`src/rtl/led_pkg.sv`:
```
//
// led_pkg -- shared definitions for the LED PWM fader.
//
// Contents:
//   MAX_CHANNELS / MIN_WIDTH / MAX_WIDTH : supported parameter ranges
//   level_t     : duty/target/step value at the widest supported resolution
//   ch_cfg_t    : per-channel configuration written by the host {target, step}
//   fade_dir_t  : which way a channel's duty is heading at the next boundary
//   fade_dir()  : classifies duty versus target
//   fade_next() : next duty value, saturating at target
//
// The optional stepped-fade feature is selected with the LED_PWM_FADE_EN
// macro. This package is identical in both builds.

package led_pkg;

    localparam int MAX_CHANNELS = 16;
    localparam int MIN_WIDTH    = 2;
    localparam int MAX_WIDTH    = 16;

    typedef logic [MAX_WIDTH-1:0] level_t;

    typedef struct packed {
        level_t target;
        level_t step;
    } ch_cfg_t;

    typedef enum logic [1:0] {
        DIR_HOLD = 2'd0,
        DIR_UP   = 2'd1,
        DIR_DOWN = 2'd2
    } fade_dir_t;

    function automatic fade_dir_t fade_dir(input level_t duty, input level_t target);
        fade_dir_t dir;
        if (duty < target)
            dir = DIR_UP;
        else if (duty > target)
            dir = DIR_DOWN;
        else
            dir = DIR_HOLD;
        return dir;
    endfunction

    // Values narrower than MAX_WIDTH arrive zero-extended, so the extra
    // carry bit always has room. A zero step means "jump straight to target",
    // which is done by substituting full scale for the step.
    function automatic level_t fade_next(input fade_dir_t dir,
                                         input level_t    duty,
                                         input level_t    target,
                                         input level_t    step,
                                         input level_t    full_scale);
        logic [MAX_WIDTH:0] sum;
        logic [MAX_WIDTH:0] gap;
        level_t             eff;
        level_t             result;
        eff    = (step == '0) ? full_scale : step;
        sum    = {1'b0, duty} + {1'b0, eff};
        gap    = {1'b0, duty} - {1'b0, target};
        result = duty;
        case (dir)
            DIR_UP:   result = (sum >= {1'b0, target}) ? target : sum[MAX_WIDTH-1:0];
            DIR_DOWN: result = ({1'b0, eff} >= gap) ? target : (duty - eff);
            default:  result = duty;
        endcase
        return result;
    endfunction

endpackage

```
`src/rtl/led_fade_channel.sv`:
```
//
// led_fade_channel -- one PWM channel: stores its target (and step when
// fading is enabled), moves its duty toward the target once per PWM period
// and compares the shared period counter against duty.
//
// Ports:
//   clk, rst  : clock and synchronous active-high reset
//   boundary  : high in the last cycle of a PWM period (cnt all ones)
//   cnt       : shared free-running period counter
//   wr_sel    : this channel is being written this cycle
//   wr_cfg    : new {target, step}, zero-extended to MAX_WIDTH
//   led_out   : registered PWM output
//   busy      : registered "duty has not reached target yet"
//
// Macro LED_PWM_FADE_EN: defined -> duty moves by step per period;
// undefined -> no step register, duty jumps to target at each boundary.

module led_fade_channel
    import led_pkg::*;
#(
    parameter int WIDTH = 8
) (
    input  logic             clk,
    input  logic             rst,
    input  logic             boundary,
    input  logic [WIDTH-1:0] cnt,
    input  logic             wr_sel,
    input  ch_cfg_t          wr_cfg,
    output logic             led_out,
    output logic             busy
);

    localparam logic [WIDTH-1:0] FULL = '1;

    logic [WIDTH-1:0] duty;
    logic [WIDTH-1:0] target;
    logic [WIDTH-1:0] duty_nxt;

    // Only the low WIDTH bits of the configuration are meaningful here.
    logic unused_cfg;
    assign unused_cfg = ^wr_cfg;

`ifdef LED_PWM_FADE_EN
    logic [WIDTH-1:0] step;
    fade_dir_t        dir;

    // Host writes land on the next edge; a write in the boundary cycle is
    // therefore only seen by the following boundary.
    always_ff @(posedge clk) begin
        if (rst) begin
            target <= '0;
            step   <= '0;
        end else if (wr_sel) begin
            target <= WIDTH'(wr_cfg.target);
            step   <= WIDTH'(wr_cfg.step);
        end
    end

    // Next duty walks toward target by step and saturates at target.
    always_comb begin
        dir      = fade_dir(level_t'(duty), level_t'(target));
        duty_nxt = duty;
        if (dir != DIR_HOLD)
            duty_nxt = WIDTH'(fade_next(dir, level_t'(duty), level_t'(target),
                                        level_t'(step), level_t'(FULL)));
    end
`else
    // Without fading only the target is kept.
    always_ff @(posedge clk) begin
        if (rst)
            target <= '0;
        else if (wr_sel)
            target <= WIDTH'(wr_cfg.target);
    end

    // Duty simply follows target at each boundary.
    always_comb begin
        duty_nxt = target;
    end
`endif

    // Duty only moves at the period boundary so a whole period is drawn
    // with one constant duty.
    always_ff @(posedge clk) begin
        if (rst)
            duty <= '0;
        else if (boundary)
            duty <= duty_nxt;
    end

    // All-ones duty would otherwise drop for the cnt == max cycle; force it
    // solidly on. Zero duty is naturally never on.
    always_ff @(posedge clk) begin
        if (rst) begin
            led_out <= 1'b0;
            busy    <= 1'b0;
        end else begin
            led_out <= (duty == FULL) || (cnt < duty);
            busy    <= (duty != target);
        end
    end

endmodule

```
`src/rtl/led_pwm_fade.sv`:
```
//
// led_pwm_fade -- multi-channel LED PWM generator with per-channel fading.
//
// Parameters:
//   CHANNELS : number of PWM outputs (1..16)
//   WIDTH    : counter / duty resolution in bits (2..16); period = 2^WIDTH
//   CH_W     : width of the channel select
//
// Ports:
//   clk         : sole clock, rising edge
//   rst         : synchronous active-high reset
//   wr_en       : write strobe for one channel's target/step
//   wr_ch       : channel index of the write; indices >= CHANNELS are ignored
//   wr_level    : new target duty
//   wr_step     : fade increment per period, 0 = jump
//   led_out     : registered PWM outputs, bit i = channel i
//   busy        : bit i high while channel i duty differs from its target
//   period_tick : one-cycle pulse on the last cycle of each output period
//
// Macro LED_PWM_FADE_EN: defined -> stepped fade using wr_step;
// undefined -> wr_step is ignored and duty jumps to target each boundary.

module led_pwm_fade
    import led_pkg::*;
#(
    parameter int CHANNELS = 3,
    parameter int WIDTH    = 8,
    parameter int CH_W     = (CHANNELS > 1) ? $clog2(CHANNELS) : 1
) (
    input  logic                clk,
    input  logic                rst,
    input  logic                wr_en,
    input  logic [CH_W-1:0]     wr_ch,
    input  logic [WIDTH-1:0]    wr_level,
    input  logic [WIDTH-1:0]    wr_step,
    output logic [CHANNELS-1:0] led_out,
    output logic [CHANNELS-1:0] busy,
    output logic                period_tick
);

    localparam logic [WIDTH-1:0] CNT_MAX = '1;

    logic [WIDTH-1:0] cnt;
    logic             boundary;
    ch_cfg_t          wr_cfg;

    assign boundary = (cnt == CNT_MAX);

    // Free-running period counter; wraps naturally from all ones to zero.
    // The tick is registered, so it lines up with the final cycle of the
    // registered led_out period.
    always_ff @(posedge clk) begin
        if (rst) begin
            cnt         <= '0;
            period_tick <= 1'b0;
        end else begin
            cnt         <= cnt + 1'b1;
            period_tick <= boundary;
        end
    end

    assign wr_cfg.target = level_t'(wr_level);
`ifdef LED_PWM_FADE_EN
    assign wr_cfg.step   = level_t'(wr_step);
`else
    assign wr_cfg.step   = '0;
    logic unused_step;
    assign unused_step = ^wr_step;
`endif

    // One channel per output; the select compare rejects out-of-range
    // indices simply because no channel matches them.
    for (genvar i = 0; i < CHANNELS; i++) begin : gen_ch
        logic wr_sel;
        assign wr_sel = wr_en && (wr_ch == CH_W'(i));

        led_fade_channel #(
            .WIDTH(WIDTH)
        ) u_ch (
            .clk     (clk),
            .rst     (rst),
            .boundary(boundary),
            .cnt     (cnt),
            .wr_sel  (wr_sel),
            .wr_cfg  (wr_cfg),
            .led_out (led_out[i]),
            .busy    (busy[i])
        );
    end

endmodule

```
`config.mk`:
```
export PLATFORM = sky130hd
export DESIGN_NAME = led_pwm_fade
export DESIGN_NICKNAME = d
export VERILOG_FILES = /design/src/rtl/led_pkg.sv /design/src/rtl/led_fade_channel.sv /design/src/rtl/led_pwm_fade.sv
export SDC_FILE = /design/constraint.sdc
export NUM_CORES = 1
export LEC_CHECK = 0
export CELL_PAD_IN_SITES_DETAIL_PLACEMENT = 1
export CELL_PAD_IN_SITES_GLOBAL_PLACEMENT = 2
export CORE_UTILIZATION = 35
export DETAILED_ROUTE_END_ITERATION = 12
export GPL_TIMING_DRIVEN = 0
export HOLD_SLACK_MARGIN = 0.1
export PLACE_DENSITY_LB_ADDON = 0.05
export SYNTH_ARGS = -nofsm -noshare
export SYNTH_HDL_FRONTEND = slang
export SYNTH_SLANG_ARGS = --single-unit
```
`constraint.sdc`:
```
create_clock -name clk -period 2.3 [get_ports clk]
set_clock_uncertainty 0.2 [all_clocks]
set_input_delay 0.46 -clock clk [delete_from_list [all_inputs] [get_ports clk]]
set_output_delay 0.46 -clock clk [all_outputs]
set_load 0.02 [all_outputs]
```
==> After elaboration in Yosys (flattened, before gate mapping) <==
Index checks and enable logic that the tools add are counted.
{ "word_totals": {"mem_count": 0, "regBits": 63, "out_inout_bits": 7, "in_bits": 21, "mem_bits_ro": 0, "latchBits": 0, "ram_bits": 0} }
{ "op_classes": {"n_div": 0, "bitwise": 0, "order_cmp": 3, "reduce_logical": 7, "eq_ne": 9, "mul": 0, "n_addsub": 1, "shift": 0, "mux": 0} }
{ "ops": {"columns": ["operator", "n"], "rows": [
  ["== test 8 bit, second input constant", 4],
  ["< comparator 8 bit", 3],
  ["!= test 8 bit", 3],
  ["adder 8 x 1 -> 8 bit, second input constant", 1],
  ["logical AND 1 bit", 3],
  ["logical OR 1 bit", 3],
  ["== test 2 x 1 -> 1 bit, second input constant", 1],
  ["== test 2 bit, second input constant", 1],
  ["zero test 2 bit", 1]
]} }

==> Logic depth before layout (Yosys ltp) <==
Gate-level depths: netlist (run 1).
{ "depth": {"word_depth": 2, "mapped_depth": 7, "ltp_nobuf": 6} }

==> Hierarchy <==
Synthesis (run 1) repeated with hierarchy kept, for this count alone.
{ "hier_totals": {"cells_unflattened": 317, "hier_area_um2": 3060.4} }
{ "by_module_without_submodules": {"columns": ["mod", "area_per_inst_um2", "cells_each", "instances"], "rows": [
  ["led_fade_channel", 894.6, 92, 3],
  ["led_pwm_fade", 376.6, 41, 1]
]} }

==> Worst setup path before layout (run 1) <==
OpenSTA, ideal clock, no wires.
{ "synth_path": {"kind": "reg-to-reg", "start": "register cnt[1]", "end": "register gen_ch[1].u_ch.duty[3]", "setup_slack_ns": 0.517, "stages_incl_launch_ff": 8, "t_arrival_ns": 1.450, "setup_time_ns": 0.132, "t_required_ns": 1.968, "path_cell_list": "dfxtp_1 -> ha_1 -> nand3_1 -> or3_1 -> buf_2 -> buf_6 -> nand2_1 -> a21oi_1"} }
{ "synth_via": {"elab_chain_len": 1} }
{ "synth_lines": {"columns": ["item", "line", "text"], "rows": [
  ["from (decl)", "led_pwm_fade.sv:43", "logic [WIDTH-1:0] cnt;"],
  ["from (signal assigned)", "led_pwm_fade.sv:57", "cnt <= cnt + 1'b1;"],
  ["== test 8 bit", "led_pwm_fade.sv:47", "assign boundary = (cnt == CNT_MAX);"],
  ["to (signal assigned)", "led_fade_channel.sv:88", "duty <= duty_nxt;"],
  ["to (decl)", "led_fade_channel.sv:35", "logic [WIDTH-1:0] duty;"]
]} }
No other way between the ends.
A chain may end at the register's enable or synchronous reset.

==> Worst setup path in the final report (run 1) <==
{ "layout_path": {"start": "register cnt[0]", "end": "register gen_ch[0].u_ch.duty[1]"} }
{ "layout_via": {"elab_chain_len": 1} }
{ "layout_lines": {"columns": ["item", "line"], "rows": [
  ["== test 8 bit", "led_pwm_fade.sv:47"],
  ["to (signal assigned)", "led_fade_channel.sv:88"],
  ["to (decl)", "led_fade_channel.sv:35"]
]} }
No other way between the ends.

==> results of run 1 <==
==> synth_stat cells <==
cell type,n
a211o_1,3
a211oi_1,3
a21oi_1,29
a31oi_1,3
buf_1,2
buf_2,6
buf_4,6
buf_6,2
clkbuf_1,5
dfxtp_1,63
ha_1,22
inv_1,21
mux2i_1,24
nand2_1,51
nand2b_1,3
nand3_1,6
nand3b_1,2
nand4_1,6
nor2_1,36
nor2b_1,1
nor3_1,4
nor3_2,1
nor3b_1,1
nor4_1,6
o21ai_0,11
or3_1,3
or4_1,3
xnor2_1,2
xor2_1,26
==> metrics by stage <==
step	hold slack (ns)	setup WS, ns
floorplan	0.2392	0.5175
global placement	0.2750	-0.2182
global route	0.3131	0.005629
finish	0.2816	0.1630
detailed placement	0.2791	-0.2044
CTS	0.2904	0.08791
==> registers in the layout, indices dropped and copies added, names as in the netlist <==
signal                count
period_tick               1
gen_ch.u_ch.busy          3
cnt                       8
gen_ch.u_ch.duty_nxt     24
gen_ch.u_ch.duty         24
gen_ch.u_ch.led_out       3
==> routing by layer <==
layer | vias up | share of wire | track usage
met2 | 30 | 0.45 | 0.3089
met5 | - | 0 | 0
li1 | 1237 | - | -
met4 | 0 | 0.0089 | 0.04545
met3 | 7 | 0.030 | 0.04705
met1 | 1156 | 0.51 | 0.2633
==> path summary, 6_finish.rpt <==
kind,to,slack [ns],cells after the start
setup / recovery,gen_ch[0].u_ch.duty[1],0.16,7
hold / removal,gen_ch[0].u_ch.duty[5],0.28,2
setup reg to reg,gen_ch[0].u_ch.duty[1],0.16,7
hold reg to reg,gen_ch[0].u_ch.duty[5],0.28,2
==> area by class of cell <==
cell class,count,area (sq um),share of cell area
sequential,63,1261,0.3479
multi-input combinational,246,1585,0.4373
clock inverter,6,116.4,0.03210
buffer,21,123.9,0.03417
inverter,21,78.83,0.02175
tap,105,131.4,0.03624
timing repair buffer,19,190.2,0.05247
clock buffer,10,137.6,0.03797
==> power by group through the flow <==
stage	registers, uW	clock network [uW]	logic [uW]
global placement	1170	0	203
floorplan	1160	0	129
CTS	1150	1260	208
detailed placement	1170	0	207
finish	1150	1220	204
global route	1150	1310	225
==> cell usage in the layout (no fill, tap or decap), types with 3 or more instances in the layout <==
| cell | netlist | layout |
|---|---|---|
| or3_1 | 3 | 3 |
| nand2_1 | 51 | 51 |
| a211oi_1 | 3 | 3 |
| a211o_1 | 3 | 3 |
| clkbuf_8 | 0 | 10 |
| dfxtp_1 | 63 | 63 |
| xor2_1 | 26 | 26 |
| a31oi_1 | 3 | 3 |
| nand4_1 | 6 | 6 |
| nand2b_1 | 3 | 3 |
| o21ai_0 | 11 | 11 |
| nor3_1 | 4 | 4 |
| bufinv_16 | 0 | 3 |
| ha_1 | 22 | 22 |
| or4_1 | 3 | 3 |
| inv_1 | 21 | 21 |
| mux2i_1 | 24 | 24 |
| buf_4 | 6 | 6 |
| clkbuf_1 | 5 | 5 |
| buf_2 | 6 | 6 |
| a21oi_1 | 29 | 29 |
| nor4_1 | 6 | 6 |
| nand3_1 | 6 | 6 |
| nor2_1 | 36 | 36 |
| clkdlybuf4s50_1 | 0 | 19 |
==> logic make-up after synthesis <==
kind of cell	count (synthesis)
buffers and inverters	42
flip-flops	63
XOR/XNOR	28
multiplexers	24
adder cells (fa/ha/maj)	22
AO/OA/AOI/OAI	49
AND/OR/NAND/NOR	123
==> repair_timing <==
| action | CTS | global route |
|---|---|---|
| endpoints found under the setup margin | 0 | 15 |
| resized for setup | 0 | 1 |
| hold endpoints to repair | 0 | 0 |
==> worst max-delay path: stages, from the launching register on <==
cell and delay [ns]:
dfxtp_1 0.47, ha_1 0.25, nand3_1 0.20, or3_1 0.40, buf_2 0.19, buf_6 0.16
nand2_1 0.06, a21oi_1 0.06
==> flow_metrics.tcl, run 1 <==
set metrics [dict create \
    status "finished clean" \
    rsz0062_at_grt "no" \
    hpwlAfterDp_mm 5.970 \
    drcViolationCount 0 \
    p_int_uw 1982 \
    ys_seq_area_frac 0.4145 \
    syn_area_per_cell_sq_um 8.669 \
    p_leak_uw 0.001568 \
    synth_top_family_by_area "simple AND/OR/NAND/NOR gates" \
    syn_nets 394 \
    cp_max_fo 10 \
    clkPwrFrac 0.474 \
    fin_util 0.4368 \
    synth_warnings 0 \
    place_congestion 0.7020 \
    n_fill_cell 979 \
    cts_num_sinks 63 \
    clock_path_buffers 2 \
    grt_pass1_vias 2403 \
    ios 28 \
    grtUsageTotal 0.1941 \
    r2r-start "cnt[0]" \
    synth_simple_gate_area_frac 0.1809 \
    grt_overflow 0 \
    synth_xor_area_frac 0.08059 \
    critical_path.startpoint "cnt[0]" \
    cts_setup_buffers 0 \
    fp-row-count 33 \
    nets 424 \
    core_area_sq_um 8299 \
    synth_top_area_share 0.4145 \
    synth.cell_area_sq_um 3043 \
    antenna_found_initial 0 \
    first_iter_violations 51 \
    fin_tns_setup_ns 0 \
    synth_cells 351 \
    finalNonFillerCells 491 \
    hold_violations 0 \
    wl_per_cell_microns 16.01 \
    synth_compound_area_frac 0.08799 \
    finalWirelength_mm 7.863 \
    cts-root-buf "clkbuf_8" \
    synth_top_cell_by_area "dfxtp_1" \
    dpl.cell_count 475 \
    pwr-share-comb 0.079 \
    ys_ff_latch 63 \
    cts_max_level 3 \
    antenna_left 0 \
    seq_power_share 0.447 \
    slew-limit-headroom 0.5776 \
    power_density_nw_per_um2 709.1 \
    vias 2430 \
    hold_buffers 0 \
    final-setup-viol-count 0 \
    grt_max_degree 13 \
    cts_tree "done" \
    antennaDiodeCount 0 \
    syn_to_final_growth_pct 19.12 \
    arrival_ns 2.13 \
    end_kind "flop" \
    slew_viol_final 0 \
    min_period_ns 2.137 \
    synthMuxAreaShare 0.07895 \
    die_h_microns 95.24 \
    stdcell_area_sq_um 3625 \
    synthTopCellsByArea "dfxtp_1 41%, ha_1 9.0%, mux2i_1 7.9%" \
    first_pass_iters 4 \
    via_per_inst 4.949 \
    critPathKind "flop to flop" \
    io_buffers 19 \
    placed_area_sq_um 3364 \
    die_w_microns 95.24 \
    cap_violations 0 \
    dieArea_sq_um 9071 \
    hold_start "gen_ch[0].u_ch.duty_nxt[5]" \
    clock_latency_ns 0.34 \
    ys_types 29 \
    tightest_slew_ns 0.6336 \
    period_share 0.9291 \
    swShare 0.2288 \
    total_power_uw 2570 \
    start_kind "flop" \
    hp-class "flop to flop" \
    initial_core_util 0.3667 \
    path_clk_slew_ns 0.08 \
    drive_above_1_share 0.08031 \
    synthAdderAreaFrac 0.09046 \
    vdd_drop_max_uv 457.7 \
    cts_made_buffers 9 \
    required_ns 2.30 \
    grt_pass1_wl_mm 12.80 \
    power_switching_uw 588.1 \
    max_clock_freq_mhz 468.0 \
]
(Power assumes the default switching activity.)
==> run 2: changes to the inputs <==
--- a/config.mk
+++ b/config.mk
@@ -7,8 +7,9 @@
 export LEC_CHECK = 0
 export CELL_PAD_IN_SITES_DETAIL_PLACEMENT = 1
 export CELL_PAD_IN_SITES_GLOBAL_PLACEMENT = 2
-export CORE_UTILIZATION = 35
+export CORE_UTILIZATION = 38
 export DETAILED_ROUTE_END_ITERATION = 12
+export DONT_BUFFER_PORTS = 1
 export GPL_TIMING_DRIVEN = 0
 export HOLD_SLACK_MARGIN = 0.1
 export PLACE_DENSITY_LB_ADDON = 0.05
==> run 2 against run 1 <==
Net effect: sequential power barely moved; utilization up 1.0 points; clock-buffer cell count shrank 1; critical path type unchanged; largest power group is now registers; critical path depth is the same; largest cell class unchanged.
==> flow_metrics.tcl, run 2 (synthesis results as in run 1) <==
set metrics [dict create \
    critPathKind "flop to flop" \
    p_leak_uw 0.001502 \
    first_pass_iters 4 \
    via_per_inst 4.973 \
    core_area_sq_um 7727 \
    finalWirelength_mm 7.936 \
    cts_tree "done" \
    period_share 0.9279 \
    antennaDiodeCount 0 \
    cts_setup_buffers 0 \
    slew_viol_final 0 \
    cts_max_level 3 \
    hold_violations 0 \
    total_power_uw 2307 \
    min_period_ns 2.134 \
    fp-row-count 32 \
    place_congestion 0.7123 \
    vias 2372 \
    required_ns 2.30 \
    cts_made_buffers 9 \
    grt_pass1_vias 2529 \
    ios 28 \
    antenna_found_initial 0 \
    path_clk_slew_ns 0.08 \
    start_kind "flop" \
    slew-limit-headroom 0.5995 \
    hold_depth 2 \
    clock_path_buffers 2 \
    vdd_drop_max_uv 422.6 \
    grtUsageTotal 0.2097 \
    drcViolationCount 0 \
    die_w_microns 91.49 \
    grt_overflow 0 \
    wl_per_cell_microns 16.64 \
    cp_max_fo 10 \
    dieArea_sq_um 8370 \
    status "finished clean" \
    nets 413 \
    tightest_slew_ns 0.6008 \
    grt_max_degree 13 \
    cts-root-buf "clkbuf_8" \
    n_fill_cell 931 \
    arrival_ns 2.13 \
    cts_num_sinks 63 \
    first_iter_violations 59 \
    hpwlAfterDp_mm 5.898 \
    power_density_nw_per_um2 667.5 \
    setup_ws_ns 0.1658 \
    dp_slack_ns 0.08143 \
    clock_latency_ns 0.34 \
    hp-class "primary input to flop" \
    fin_tns_setup_ns 0 \
    syn_to_final_growth_pct 13.57 \
    end_kind "flop" \
    ff2ff_path_depth 7 \
    cap_violations 0 \
    grt_pass1_wl_mm 13.14 \
    final-setup-viol-count 0 \
    layout_common_cells "62 x dfxtp_1, 51 x nand2_1, 36 x nor2_1" \
    io_buffers 0 \
    final_common_cell "dfxtp_1" \
    max_clock_freq_mhz 468.6 \
    antenna_left 0 \
    drive_above_1_share 0.08533 \
    die_h_microns 91.49 \
    rsz0062_at_grt "no" \
    initial_core_util 0.3938 \
]
run 2: final cells by class:
class / count / area (sq um) / area share
multi-input cells: 246 / 1585 / 0.4587
flip-flops and latches: 63 / 1262 / 0.3653
well taps: 102 / 127.6 / 0.03693
clock buffers: 9 / 123.9 / 0.03584
plain buffers: 21 / 123.9 / 0.03584
repair buffers: 8 / 80.08 / 0.02317
inverters: 21 / 78.83 / 0.02281
clock inverters: 7 / 73.82 / 0.02136
run 2: metal layers:
| layer | vias to the layer above | share of wire | GRT usage |
|---|---|---|---|
| li1 | 1212 | - | - |
| met1 | 1126 | 0.52 | 0.2867 |
| met2 | 25 | 0.45 | 0.3352 |
| met3 | 9 | 0.021 | 0.03434 |
| met4 | 0 | 0.012 | 0.06746 |
| met5 | - | 0 | 0 |
run 2: stage by stage:
stage	cells	utilization	hold WS, ns	cell area [sq um]
global placement	453	0.4103	0.2727	3171
floorplan	351	-	0.2392	3043
CTS	477	0.4462	0.1046	3448
detailed placement	453	0.4103	0.2841	3171
global route	477	0.4472	0.1093	3456
finish	477	0.4472	0.1172	3456
run 2: worst max-delay path: stages, from the launching register on:
cell	delay, ns
dfxtp_1	0.46
ha_1	0.25
nand3_1	0.19
or3_1	0.39
buf_2	0.19
buf_6	0.16
nand2_1	0.07
a21oi_1	0.07
run 2: final timing paths:
path                                end  slack [ns]                  startpoint
min          gen_ch[0].u_ch.duty_nxt[1]        0.12                 wr_level[1]
min reg2reg      gen_ch[0].u_ch.duty[5]        0.29  gen_ch[0].u_ch.duty_nxt[5]
max reg2reg      gen_ch[0].u_ch.duty[0]        0.17                      cnt[1]
max              gen_ch[0].u_ch.duty[0]        0.17                      cnt[1]
run 2: report_power, final:
part	total, uW	internal (uW)	switching (uW)
registers	1150	1120	28.6
clock network	986	502	483
logic	172	80.1	92.4
total	2310	1700	604
run 2: what timing repair did:
item                                    4_1_cts  5_1_grt
endpoints found under the setup margin        0       20
hold buffers                                  8        0
gates resized for setup                       0        2
endpoints found under the hold margin        23        0
